==> config.mk <==
export PLATFORM = sky130hd
export DESIGN_NAME = sr_driver_flat
export DESIGN_NICKNAME = d
export VERILOG_FILES = /design/src/rtl/sr_driver_if.sv /design/src/rtl/sr_driver.sv /design/src/flat_wrapper.sv
export SDC_FILE = /design/constraint.sdc
export NUM_CORES = 1
export LEC_CHECK = 0
export ABC_CLOCK_PERIOD_IN_PS = 3190
export CORE_UTILIZATION = 52
export CTS_CLUSTER_DIAMETER = 30
export DETAILED_ROUTE_END_ITERATION = 7
export PLACE_DENSITY_LB_ADDON = 0.3
export SLEW_MARGIN = 20
export SYNTH_ARGS = -nofsm -noshare
export SYNTH_HDL_FRONTEND = slang
export SYNTH_SLANG_ARGS = --single-unit
==> constraint.sdc <==
create_clock -name clk -period 3.19 [get_ports clk]
set_input_delay 0.4785 -clock clk [delete_from_list [all_inputs] [get_ports clk]]
set_output_delay 0.4785 -clock clk [all_outputs]
set_load 0.01 [all_outputs]
==> src/rtl/sr_driver_if.sv <==
// sr_driver_if: command handshake bundle for sr_driver (valid/ready, one op bit).
// Latency: none, pure wiring.
// Backpressure: cmd_ready from the slave gates acceptance; the master holds cmd_op while cmd_valid waits.
// Signals: cmd_valid (master->slave), cmd_op (1 = set, 0 = reset), cmd_ready (slave->master).
interface sr_driver_if;
  logic cmd_valid;
  logic cmd_op;
  logic cmd_ready;

  modport master (output cmd_valid, output cmd_op, input cmd_ready);
  modport slave  (input cmd_valid, input cmd_op, output cmd_ready);
endinterface

==> src/rtl/sr_driver.sv <==
// sr_driver: buffers set/reset commands and emits mutually exclusive s/r pulses, with optional q feedback check.
// Latency: a command accepted into an empty, idle block drives s/r from the next edge, for PULSE_W cycles.
// Backpressure: cmd_ready is low only while the FIFO holds DEPTH entries; it never depends on cmd_valid.
//
// Ports: clk, rstn (async active-low); cmd (sr_driver_if.slave: cmd_valid/cmd_op/cmd_ready);
//        s/r registered pulses; q_fb flop feedback; q_exp expected flop state; level FIFO occupancy;
//        busy (FSM active or FIFO non-empty); err sticky mismatch flag; err_clr synchronous clear.
// Option: define SR_DRIVER_CHECK_EN to build the feedback checker; otherwise err is tied 0.
module sr_driver #(
  parameter int PULSE_W = 1,
  parameter int GAP_W   = 1,
  parameter int DEPTH   = 4
) (
  input  logic                   clk,
  input  logic                   rstn,
  sr_driver_if.slave             cmd,
  output logic                   s,
  output logic                   r,
  input  logic                   q_fb,
  output logic                   q_exp,
  output logic [$clog2(DEPTH):0] level,
  output logic                   busy,
  output logic                   err,
  input  logic                   err_clr
);

  localparam int AW   = $clog2(DEPTH);
  localparam int LW   = AW + 1;
  localparam int CMAX = (PULSE_W > GAP_W) ? PULSE_W : GAP_W;
  localparam int CW   = $clog2(CMAX) + 1;

  localparam logic [LW-1:0] FULL_LVL = LW'(DEPTH);
  localparam logic [CW-1:0] P_LAST   = CW'(PULSE_W - 1);
  localparam logic [CW-1:0] G_LAST   = CW'(GAP_W - 1);

  localparam logic [1:0] ST_IDLE  = 2'd0;
  localparam logic [1:0] ST_PULSE = 2'd1;
  localparam logic [1:0] ST_GAP   = 2'd2;

  logic [DEPTH-1:0] mem;
  logic [AW-1:0]    wr_ptr;
  logic [AW-1:0]    rd_ptr;
  logic [1:0]       state;
  logic [CW-1:0]    cnt;
  logic             op_q;
  logic             push;
  logic             pop;

  // Ready comes from the registered level only, so a full FIFO refuses a push
  // even on the edge where the FSM pops.
  assign cmd.cmd_ready = (level != FULL_LVL);
  assign push          = cmd.cmd_valid && cmd.cmd_ready;
  assign pop           = (state == ST_IDLE) && (level != '0);
  assign busy          = (state != ST_IDLE) || (level != '0);

  // Storage needs no reset: occupancy is tracked by level and the pointers.
  always_ff @(posedge clk) begin
    if (push) begin
      mem[wr_ptr] <= cmd.cmd_op;
    end
  end

  always_ff @(posedge clk or negedge rstn) begin
    if (!rstn) begin
      wr_ptr <= '0;
      rd_ptr <= '0;
      level  <= '0;
    end else begin
      if (push) begin
        wr_ptr <= wr_ptr + 1'b1;
      end
      if (pop) begin
        rd_ptr <= rd_ptr + 1'b1;
      end
      case ({push, pop})
        2'b10:   level <= level + 1'b1;
        2'b01:   level <= level - 1'b1;
        default: level <= level;
      endcase
    end
  end

  // s and r are only ever loaded together from op / ~op, or cleared together,
  // so they cannot be high at the same time.
  always_ff @(posedge clk or negedge rstn) begin
    if (!rstn) begin
      state <= ST_IDLE;
      cnt   <= '0;
      op_q  <= 1'b0;
      s     <= 1'b0;
      r     <= 1'b0;
      q_exp <= 1'b0;
    end else begin
      case (state)
        ST_IDLE: begin
          if (pop) begin
            op_q  <= mem[rd_ptr];
            s     <= mem[rd_ptr];
            r     <= ~mem[rd_ptr];
            cnt   <= '0;
            state <= ST_PULSE;
          end
        end
        ST_PULSE: begin
          if (cnt == P_LAST) begin
            s     <= 1'b0;
            r     <= 1'b0;
            q_exp <= op_q;
            cnt   <= '0;
            state <= ST_GAP;
          end else begin
            cnt <= cnt + 1'b1;
          end
        end
        ST_GAP: begin
          if (cnt == G_LAST) begin
            cnt   <= '0;
            state <= ST_IDLE;
          end else begin
            cnt <= cnt + 1'b1;
          end
        end
        default: begin
          s     <= 1'b0;
          r     <= 1'b0;
          cnt   <= '0;
          state <= ST_IDLE;
        end
      endcase
    end
  end

`ifdef SR_DRIVER_CHECK_EN
  // The flop has had one full cycle after the pulse to settle, so q_fb is
  // compared on the edge that closes the first GAP cycle.
  logic chk;
  assign chk = (state == ST_GAP) && (cnt == '0);

  always_ff @(posedge clk or negedge rstn) begin
    if (!rstn) begin
      err <= 1'b0;
    end else if (chk && (q_fb != q_exp)) begin
      err <= 1'b1;
    end else if (err_clr) begin
      err <= 1'b0;
    end
  end
`else
  logic unused_chk_inputs;
  assign unused_chk_inputs = q_fb ^ err_clr;
  assign err = 1'b0;
`endif

endmodule
==> src/flat_wrapper.sv <==
// flat-port wrapper written by rule: the top's interface ports become plain ports
module sr_driver_flat 
#(
  parameter int PULSE_W = 1,
  parameter int GAP_W   = 1,
  parameter int DEPTH   = 4
)
  (clk, rstn, s, r, q_fb, q_exp, level, busy, err, err_clr, cmd_cmd_valid, cmd_cmd_op, cmd_cmd_ready);
  sr_driver_if cmd_i ();
  input  logic clk;
  input  logic rstn;
  output logic s;
  output logic r;
  input  logic q_fb;
  output logic q_exp;
  output logic [$clog2(DEPTH):0] level;
  output logic busy;
  output logic err;
  input  logic err_clr;
  input wire logic [$bits(cmd_i.cmd_valid)-1:0] cmd_cmd_valid;
  input wire logic [$bits(cmd_i.cmd_op)-1:0] cmd_cmd_op;
  output wire logic [$bits(cmd_i.cmd_ready)-1:0] cmd_cmd_ready;
  assign cmd_i.cmd_valid = cmd_cmd_valid;
  assign cmd_i.cmd_op = cmd_cmd_op;
  assign cmd_cmd_ready = cmd_i.cmd_ready;
  sr_driver #(.PULSE_W(PULSE_W), .GAP_W(GAP_W), .DEPTH(DEPTH)) u_core (.clk(clk), .rstn(rstn), .cmd(cmd_i), .s(s), .r(r), .q_fb(q_fb), .q_exp(q_exp), .level(level), .busy(busy), .err(err), .err_clr(err_clr));
endmodule
==> qor.txt <==
GP Congestion -> 0.740
Routed wire per std cell -> 11.8 um
Net Count, Synth -> 75
Largest net degree at the start of global routing -> 14
Post-synth cell types -> 25
Clock Power Share -> 10.7%
Cells after DPL -> 88
Vias in the first global route -> 452
WP data required -> 3400 ps
Synth cell count leaders -> dfrtp_1, inv_1, ha_1
Maximum clock insertion buffer count -> 2
Relative slew slack -> 63.4%
Core area -> 1380 um2
Num CTS Buffers -> 3
Cell Pwr Density -> 1040 nW/um2
P_leak -> 0.430 nW
Total setup buffers inserted after CTS -> 0
Layout Area Growth over Synthesis -> 18.2%
Final wirelength -> 1.08 mm
Most frequent cell after synthesis -> dfrtp_1
EDFF count, synth -> 4
Count of final setup violators -> 0
Horiz. Die Dim -> 41.5 um
Switch share -> 35.2%
CP Class -> reg2reg
Row count -> 13
Worst-path fanout max -> 6
Yosys top cell by area -> dfrtp_1
DRC Markers -> 0
Flop pwr share -> 41.0%
Hold Buf Count CTS -> 0
Clock Skew -> 0.495 ps
Post-route design area -> 960 um2
Clock root cell -> clkbuf_4
Clock-pin transition on the worst setup and hold timing paths -> 80 ps
Die H -> 41.5 um
Share of the synthesized area in the top cell type -> 40.1%
Synth Flop Type -> dfrtp_1
Actual slew at the worst max-slew pin -> 547 ps
Routed vias/inst -> 5.23
Antenna Nets Post-Route -> 0
Htree depth -> 1
Die ar. -> 1720 um2
FFs w/ async S/R, synth -> 76.5%
Final total power -> 0.998 mW
CTS Sinks -> 17
Io pins -> 15
Clock period minus worst slack -> 2240 ps
Worst path arrival time -> 2450 ps
Initial antenna violation count -> 0
Mapped Area -> 812 um2
Initial Utilization -> 58.7%
Grt total ovfl -> 0
Nets@finish -> 90
Register area share after synthesis -> 54.9%
Routed via count -> 481
Fin util -> 69.4%
Startpoint type of the worst setup path -> flop
Fin crit share -> 70.2%
Post-DP Area -> 933 um2
RSZ-0062 raised after global routing -> false
Ys Warns -> 0
Drt pass-1 iters -> 4
CTS tree -> built
Post-Synthesis Cells -> 63
Setup crit end kind -> flop
HPWL after detailed placement -> 817 um
DRT iter0 DRCs -> 6
Post-Syn Area per Cell -> 12.9 um2
Gate power share -> 48.3%
Worst-skew pair later-pin latency -> 280 ps
Pins Over Slew Limit -> 0
GRT Total Usage -> 15.3%
Fin. Hold Viols -> 0
Max VDD drop -> 0.586 mV
Non-filler cells, final -> 92
Switching power -> 0.351 mW
Antenna cells -> 0
Number of max-cap violations -> 0
Synthesized flop and latch total -> 17
Port Buf Inserts -> 11
FMAX -> 446 MHz
First-pass GRT wire length -> 1.91 mm
Hold Path Class -> reg2reg
Pint -> 0.647 mW
Setup TNS -> 0 ps
Outcome -> complete, no violations
Synth top area cells -> dfrtp_1, edfxtp_1, ha_1
Share of layout cells above drive strength 1 -> 18.2%
# resized after CTS -> 0
## critical path: stages, from the launching register on
cell and delay, ps:
dfrtp_1 440, or3b_4 420, and2_4 190, inv_1 60, ha_1 180, inv_1 60
fa_1 380, xor2_1 150, nor2_1 110, xor2_1 170
## cells by family after synthesis
family,synth area share (%)
XOR/XNOR,6.47
AND/OR/NAND/NOR,12.3
multiplexers,8.63
buffers and inverters,4.16
flip-flops,54.9
adder cells (fa/ha/maj),10.2
AO/OA/AOI/OAI,2.93
other,0.462
## sequential cells by signal, indices dropped and copies added, names as in the netlist
signal         flops
u_core.mem         4
u_core.level       3
u_core.rd_ptr      2
u_core.state       2
u_core.wr_ptr      2
u_core.op_q        1
u_core.q_exp       1
u_core.r           1
u_core.s           1
## cells in the final DEF, fill, tap and decap left out, drive strengths merged
master	n
inv	7
xor2	3
nand3	2
a311oi	1
conb	1
nor2	2
edfxtp	4
clkdlybuf4s50	11
fa	1
nand2	1
xnor2	3
o21ai	1
mux2	3
and3	4
a21oi	2
nor2b	1
or3b	1
dfrtp	13
or3	1
ha	5
clkbuf	4
and2	1
mux4	1
mux2i	1
nor3	3
## per-layer routing
layer / part of all wire, % / global-route usage [%]
met1: 47 / 18.1
met5: 0 / 0
met4: 1.8 / 7.74
met2: 46 / 23.8
met3: 5.4 / 6.52
## power by group through the flow
stage	sequential, mW	clock [mW]	combinational, mW
floorplan	0.415	0	0.326
global placement	0.411	0	0.473
detailed placement	0.416	0	0.483
CTS	0.411	0.113	0.490
global route	0.425	0.123	0.539
finish	0.409	0.107	0.482
## final cells by class
cell class,instances,area (um2)
sequential,17,445
fill,103,423
multi-input combinational,38,333
timing repair buffer,11,110
clock buffer,4,26.3
inverter,7,26.3
tap,15,18.8
## through the flow
step                      setup slack (ps)  hold slack, ps
after global routing                   783             519
final                                  949             490
after floorplan                       1060             183
after CTS                              937             494
after detailed placement               903             482
after global placement                 949             473
## path summary, 6_finish.rpt
check	from	to	slack, ps	cells after the start
max in group asynchronous	rstn	u_core.level[1]	2290	1
worst max register to register	u_core.level[0]	u_core.level[2]	950	9
worst max-delay path	u_core.level[0]	u_core.level[2]	950	9
worst min register to register	u_core.rd_ptr[1]	u_core.rd_ptr[1]	490	1
worst min-delay path	u_core.rd_ptr[1]	u_core.rd_ptr[1]	490	1
min in group asynchronous	rstn	u_core.rd_ptr[1]	550	1
Note: power is estimated with default switching activity, not from simulation.
